===== config.mk =====
export PLATFORM = sky130hd
export DESIGN_NAME = score_board_bcd
export DESIGN_NICKNAME = d
export VERILOG_FILES = /design/src/rtl/score_board_bcd.sv
export SDC_FILE = /design/constraint.sdc
export NUM_CORES = 1
export LEC_CHECK = 0
export BUFFER_PORTS_ARGS = -buffer_cell sky130_fd_sc_hd__buf_2
export CAP_MARGIN = 10
export CORE_UTILIZATION = 40
export DETAILED_ROUTE_END_ITERATION = 16
export SYNTH_ARGS = -nofsm -noshare
export SYNTH_HDL_FRONTEND = slang
export SYNTH_SLANG_ARGS = --single-unit

===== constraint.sdc =====
create_clock -name clk -period 4.6 [get_ports clk]
set_input_delay 0.69 -clock clk [delete_from_list [all_inputs] [get_ports clk]]
set_output_delay 0.69 -clock clk [all_outputs]
set_load 0.1 [all_outputs]

===== src/rtl/score_board_bcd.sv =====
// N-digit BCD score counter with high-score register, RUN/OVER game FSM and
// seven-segment pixel renderer. Optional milestone blink: define SCORE_BLINK_EN.
module score_board_bcd #(
  parameter int NUM_DIGITS   = 4,
  parameter int WRAP         = 1,
  parameter int LSD_X        = 590,
  parameter int TOP_Y        = 30,
  parameter int DIGIT_W      = 20,
  parameter int DIGIT_H      = 21,
  parameter int DIGIT_GAP    = 10,
  parameter int SEG_T        = 3,
  parameter int BLINK_CYCLES = 25000000
) (
  input  logic                    clk,
  input  logic                    rst_n,
  input  logic [31:0]             vgaX,
  input  logic [31:0]             vgaY,
  input  logic                    score_tick,
  input  logic                    game_start,
  input  logic                    game_over,
  output logic [4*NUM_DIGITS-1:0] score_bcd,
  output logic [4*NUM_DIGITS-1:0] hi_bcd,
  output logic                    new_hi,
  output logic                    inGrey
);

  // state | meaning
  // IDLE  | after reset, waiting for the first game_start
  // RUN   | game in progress, score_tick counts
  // OVER  | game ended, score frozen until game_start
  typedef enum logic [1:0] {IDLE, RUN, OVER} state_t;

  localparam int SW = 4 * NUM_DIGITS;

  localparam logic signed [33:0] W_S   = 34'(DIGIT_W);
  localparam logic signed [33:0] H_S   = 34'(DIGIT_H);
  localparam logic signed [33:0] T_S   = 34'(SEG_T);
  localparam logic signed [33:0] M_S   = 34'((DIGIT_H - 1) / 2);
  localparam logic signed [33:0] HT_S  = 34'(SEG_T / 2);
  localparam logic signed [33:0] TOP_S = 34'(TOP_Y);

  state_t            state;
  logic [SW-1:0]     inc_score;
  logic [SW-1:0]     run_score;
  logic [NUM_DIGITS:0] carry;
  logic              enter_run;
  logic              hit;

  function automatic logic [6:0] seg_map(input logic [3:0] d);
    case (d)
      4'd0:    seg_map = 7'b1111110;
      4'd1:    seg_map = 7'b0110000;
      4'd2:    seg_map = 7'b1101101;
      4'd3:    seg_map = 7'b1111001;
      4'd4:    seg_map = 7'b0110011;
      4'd5:    seg_map = 7'b1011011;
      4'd6:    seg_map = 7'b1011111;
      4'd7:    seg_map = 7'b1110000;
      4'd8:    seg_map = 7'b1111111;
      4'd9:    seg_map = 7'b1111011;
      default: seg_map = 7'b0000000;
    endcase
  endfunction

  // Ripple-carry BCD increment; nibble 0 of score_bcd is the LSD.
  always_comb begin
    carry     = '0;
    carry[0]  = 1'b1;
    inc_score = score_bcd;
    for (int k = 0; k < NUM_DIGITS; k++) begin
      if (carry[k]) begin
        if (score_bcd[4*k +: 4] >= 4'd9) begin
          inc_score[4*k +: 4] = 4'd0;
          carry[k+1]          = 1'b1;
        end else begin
          inc_score[4*k +: 4] = score_bcd[4*k +: 4] + 4'd1;
        end
      end
    end
    if (carry[NUM_DIGITS] && (WRAP == 0)) inc_score = score_bcd;
  end

  assign run_score = score_tick ? inc_score : score_bcd;
  assign enter_run = game_start && (state != RUN);

  always_ff @(posedge clk or negedge rst_n) begin
    if (!rst_n) begin
      state     <= IDLE;
      score_bcd <= '0;
      hi_bcd    <= '0;
      new_hi    <= 1'b0;
    end else begin
      case (state)
        IDLE, OVER: begin
          if (game_start) begin
            state     <= RUN;
            score_bcd <= '0;
            new_hi    <= 1'b0;
          end
        end
        RUN: begin
          score_bcd <= run_score;
          if (game_over) begin
            state <= OVER;
            // Valid BCD compares correctly as a plain unsigned vector.
            if (run_score > hi_bcd) begin
              hi_bcd <= run_score;
              new_hi <= 1'b1;
            end
          end
        end
        default: state <= IDLE;
      endcase
    end
  end

  always_comb begin
    logic signed [33:0] lx;
    logic signed [33:0] ly;
    logic signed [33:0] dy;
    logic signed [33:0] left;
    logic [6:0]         seg;
    logic               in_box;
    hit    = 1'b0;
    lx     = '0;
    ly     = '0;
    dy     = '0;
    left   = '0;
    seg    = '0;
    in_box = 1'b0;
    for (int i = 0; i < NUM_DIGITS; i++) begin
      left   = 34'(LSD_X - (NUM_DIGITS - 1 - i) * (DIGIT_W + DIGIT_GAP));
      lx     = $signed({2'b00, vgaX}) - left;
      ly     = $signed({2'b00, vgaY}) - TOP_S;
      dy     = ly - M_S;
      seg    = seg_map(score_bcd[4*(NUM_DIGITS-1-i) +: 4]);
      in_box = (lx >= 0) && (lx < W_S) && (ly >= 0) && (ly < H_S);
      if (in_box && (
            (seg[6] && (ly < T_S)) ||
            (seg[5] && (lx >= W_S - T_S) && (ly <= M_S)) ||
            (seg[4] && (lx >= W_S - T_S) && (ly >= M_S)) ||
            (seg[3] && (ly >= H_S - T_S)) ||
            (seg[2] && (lx < T_S) && (ly >= M_S)) ||
            (seg[1] && (lx < T_S) && (ly <= M_S)) ||
            (seg[0] && (dy >= -HT_S) && (dy <= HT_S))))
        hit = 1'b1;
    end
  end

`ifdef SCORE_BLINK_EN
  localparam int MS_IDX = (NUM_DIGITS >= 3) ? 2 : NUM_DIGITS;

  logic [31:0] blink_cnt;
  logic [3:0]  blink_win;
  logic        milestone;
  logic        blank;

  // A carry into the hundreds digit marks every 100 points.
  assign milestone = (NUM_DIGITS >= 3) && (state == RUN) && score_tick &&
                     carry[MS_IDX] && !((WRAP == 0) && carry[NUM_DIGITS]);
  assign blank     = (blink_win != 4'd0) && !blink_win[0];

  always_ff @(posedge clk or negedge rst_n) begin
    if (!rst_n) begin
      blink_cnt <= '0;
      blink_win <= '0;
    end else if (enter_run) begin
      blink_cnt <= '0;
      blink_win <= '0;
    end else if (milestone) begin
      blink_cnt <= 32'(BLINK_CYCLES - 1);
      blink_win <= 4'd8;
    end else if (blink_win != 4'd0) begin
      if (blink_cnt == 32'd0) begin
        blink_cnt <= 32'(BLINK_CYCLES - 1);
        blink_win <= blink_win - 4'd1;
      end else begin
        blink_cnt <= blink_cnt - 32'd1;
      end
    end
  end

  always_ff @(posedge clk or negedge rst_n) begin
    if (!rst_n) inGrey <= 1'b0;
    else        inGrey <= hit && !blank;
  end
`else
  always_ff @(posedge clk or negedge rst_n) begin
    if (!rst_n) inGrey <= 1'b0;
    else        inGrey <= hit;
  end
`endif

endmodule


==> metrics <==
result of the run complete, no violations; Post-synth EDFFs 0; Critical Path Slowest Stage Cell sky130_fd_sc_hd__a311o_1; pwr/cell area 218 nW/um^2; sequential standard cell area 907 um^2; combinational family with the most area after synthesis simple AND/OR/NAND/NOR gates; CTS tree done; total number of vias 7113; area growth from synthesis to final layout 16.1%; cell types with the largest area share after synthesis sky130_fd_sc_hd__dfrtp_1 (14%), sky130_fd_sc_hd__ha_1 (10%), sky130_fd_sc_hd__o21ai_0 (4.2%); Least-Margin Pin Slew 0.865 ns; CP endpoint kind flip-flop; capture point of the worst reg-to-reg path hi_bcd[5]; Filler Cells Inserted 1622; Clk Tree Root Cell sky130_fd_sc_hd__clkbuf_16; cell family with the largest share of critical-path delay compound AO/OA/AOI/OAI gates; largest vdd supply drop 0.177 mV; number of clock buffers inserted by TritonCTS 5; width of the die 129 um; Worst R2R Setup Slack 0.45 ns; Via density 6.01; share of synthesized cell area in and, or, nand and nor gates 0.320; CP Data Required Time 4.75 ns; number of routed nets with antenna violations 0; largest fanout of any net on the critical path 12; Sink Count 36; detailed-routing iteration count for the pre-antenna-repair pass 7; final slew viol count 0; unrepaired setup endpoints after global routing false; maximum number of pins on one net before global-route repair 37; Avg Inst Size Synth 7.36 um^2; Reg2Reg Depth 22; WL final 19400 um; initial core utilization 0.415; H-tree depth reported by CTS 2; worst stage delay on the critical path 0.42 ns; end of the critical path inGrey; total number of yosys warnings 0; placed wire-length estimate 15400 um; flip-flop and latch count after synthesis 36; area of combinational cells with multiple inputs 5150 um^2; number of buffers inserted by hold repair at cts 0; clock transition at the register clock pins on the worst setup and hold paths after CTS 0.06 ns; via count of the first global-routing pass 6519; Critical Path Start vgaY[1]; primary flip-flop cell chosen by synthesis mapping sky130_fd_sc_hd__dfrtp_1; placeable core area 15400 um^2; clk_skew 0.00692 ns; clock latency at the later pin of the worst-skew pair 0.28 ns; Synth async-reset ratio 1.00; Period Utilization, post-route 0.906; area share of the leading cell type in the synthesized netlist 0.141; WP buf/inv 3; Worst R2R Start score_bcd[1]; antenna violations before repair 1; global-route congestion overflow total 0; net count of the mapped netlist 992; top-level I/O count 103; overall die area 16500 um^2; Overall Global Routing Usage 0.240; final setup violating endpoints 0; FMAX 240 MHz; DRC violation count after routing 0; maximum root-to-sink buffer count 2; number of nets in the final layout 1091; xor-xnor portion of the synthesized cell area 0.0629; number of placement rows 45; First DRT Iteration DRCs 537; Setup Crit Path Kind input pin to flip-flop; post-synth cell types 91; wire length of the first global-routing pass 32700 um; Hold Path Class flip-flop to flip-flop; element type at the critical path start input pin; leading area contributor after synthesis sky130_fd_sc_hd__dfrtp_1; Synth Instances 871; Mapped Area 6410 um^2; total negative slack for setup checks 0 ns; fin worst setup slack 0.431 ns; share of synthesized cell area in full adder, half adder and majority cells 0.102; final RePlAce weighted congestion 0.952; floorplan die height 129 um; WL per Instance 16.4 um; share of post-route cells with drive strength above 1 0.205; Max transition margin 0.418; proportion of synthesized chip area in sequential cells 0.141; Max-cap violations 0; standby leakage power 0.00297 uW; setup slack at placement 0.165 ns; min cycle time layout 4.17 ns; mux share of post-synthesis cell area 0.0441; Hold Fails Final Rpt 0; stages on the worst setup path 16; input/output buffers 102; chain of cells forming the critical path buf_2 -> ha_1 -> a311o_1 -> nor4_1 -> xor2_1 -> or3_1 -> nor3b_1 -> buf_4 -> nand3_2 -> o31ai_4 -> buf_4 -> mux2_2 -> o21ai_0 -> nand4_1 -> a21oi_1 -> a21oi_1; data arrival time of the critical path 4.32 ns; Synth Area in Compound Gates 0.275
where the power goes:
group	internal, uW	leakage (uW)	total (uW)	switching [uW]
registers	347	0.000487	379	32.4
clock network	215	0.0000691	350	134
logic	308	0.00241	896	588
what timing repair did:
action | CTS | global route
buffers inserted | 0 | 0
gates resized for setup | 0 | 3
setup endpoints to repair | 0 | 16
layout by cell type (no fill, tap or decap), types with 15 or more instances in the layout:
cell type / count
sky130_fd_sc_hd__buf_2: 102
sky130_fd_sc_hd__nor2_1: 64
sky130_fd_sc_hd__nand2_1: 57
sky130_fd_sc_hd__o21ai_0: 53
sky130_fd_sc_hd__ha_1: 52
sky130_fd_sc_hd__inv_1: 47
sky130_fd_sc_hd__a21oi_1: 46
sky130_fd_sc_hd__nand3_1: 39
sky130_fd_sc_hd__nor3_1: 36
sky130_fd_sc_hd__buf_4: 36
sky130_fd_sc_hd__dfrtp_1: 31
sky130_fd_sc_hd__nor4_1: 29
sky130_fd_sc_hd__xnor2_1: 26
sky130_fd_sc_hd__nand2b_1: 20
sky130_fd_sc_hd__xor2_1: 20
sky130_fd_sc_hd__nand4_1: 18
sky130_fd_sc_hd__a22o_1: 18
sky130_fd_sc_hd__mux2_2: 17
sky130_fd_sc_hd__or3_1: 15
kinds of logic (layout without fill, tap and decap cells):
family,Yosys count,count (layout)
AOI/OAI and AO/OA,248,248
xor gates and xnor gates,46,46
adders and majority gates,52,52
buffers and inverters,93,193
DFF,36,36
muxes,26,26
other,0,1
and+or+nand+nor,370,370
registers in the layout, indices dropped and copies added, names as in the netlist:
| register | flops |
|---|---|
| new_hi | 1 |
| inGrey | 1 |
| hi_bcd | 16 |
| score_bcd | 16 |
| state | 2 |
worst register-to-register path, stage by stage (launching register included):
cell	delay, ns
sky130_fd_sc_hd__dfrtp_2	0.46
sky130_fd_sc_hd__inv_1	0.11
sky130_fd_sc_hd__ha_1	0.20
sky130_fd_sc_hd__nand2b_1	0.16
sky130_fd_sc_hd__nor2_1	0.06
sky130_fd_sc_hd__nor2_1	0.15
sky130_fd_sc_hd__nand2_1	0.14
sky130_fd_sc_hd__or2_2	0.36
sky130_fd_sc_hd__o21ai_0	0.16
sky130_fd_sc_hd__o21ai_0	0.11
sky130_fd_sc_hd__buf_4	0.15
sky130_fd_sc_hd__ha_1	0.28
sky130_fd_sc_hd__a21oi_1	0.15
sky130_fd_sc_hd__nor2b_1	0.06
sky130_fd_sc_hd__o21ai_0	0.15
sky130_fd_sc_hd__nand2b_1	0.07
sky130_fd_sc_hd__a21oi_1	0.16
sky130_fd_sc_hd__o21ai_0	0.10
sky130_fd_sc_hd__a21oi_1	0.16
sky130_fd_sc_hd__nor2b_1	0.06
sky130_fd_sc_hd__o2111ai_1	0.21
sky130_fd_sc_hd__buf_4	0.23
sky130_fd_sc_hd__mux2_2	0.35
worst min path at each step:
stage | end | slack, ns | cells past startpoint | startpoint
floorplan | hi_bcd[0] | 0.39 | 0 | rst_n
global placement | new_hi | 0.46 | 2 | new_hi
detailed placement | new_hi | 0.46 | 2 | new_hi
CTS | new_hi | 0.48 | 2 | new_hi
global route | new_hi | 0.49 | 2 | new_hi
finish | new_hi | 0.47 | 2 | new_hi
cell usage after synthesis (all sizes together), types with 4 or more instances:
master    n
a21o      6
nor2b    14
nand4    19
xnor2    26
o21a      6
buf       6
ha       52
nor4b     4
nand2    58
o21ai    54
o211ai   12
nand2b   20
a21oi    46
nand3    40
a211oi    4
nor4     30
mux2i     8
or2      10
a211o     5
a31oi    12
clkbuf   40
and3      5
o32ai     4
a2111oi   7
nand3b    5
nor3b     7
o31ai    13
or3      15
nor2     66
xor2     20
or4      13
a22o     18
dfrtp    36
a311oi    4
and2      9
a21boi    4
o2111ai   7
nor3     38
inv      47
mux2     18
o22ai     5
metal layers:
layer	GRT usage	vias to the layer above	wire, um
met1	0.353	3358	9350
li1	-	3522	-
met5	0	-	0
met2	0.380	211	8790
met4	0.0457	0	296
met3	0.0216	22	947
layout make-up:
cell class,count,share of cell area
flip-flops and latches,36,0.122
clock inverters,2,0.00202
multi-input cells,742,0.693
well taps,211,0.0355
clock buffers,6,0.0187
inverters,47,0.0237
diodes,1,0.000336
repair buffers,138,0.105
per-stage QoR:
step                cell area (um^2)  hold WS (ns)  cells  power (uW)   util
floorplan                       6410         0.394    871        1040      -
global placement                7280         0.457   1174        1270  0.472
detailed placement              7280         0.465   1174        1270  0.472
CTS                             7430         0.479   1182        1630  0.482
global route                    7440         0.494   1183        1740  0.482
finish                          7440         0.474   1183        1620  0.482
(Power assumes the default switching activity.)
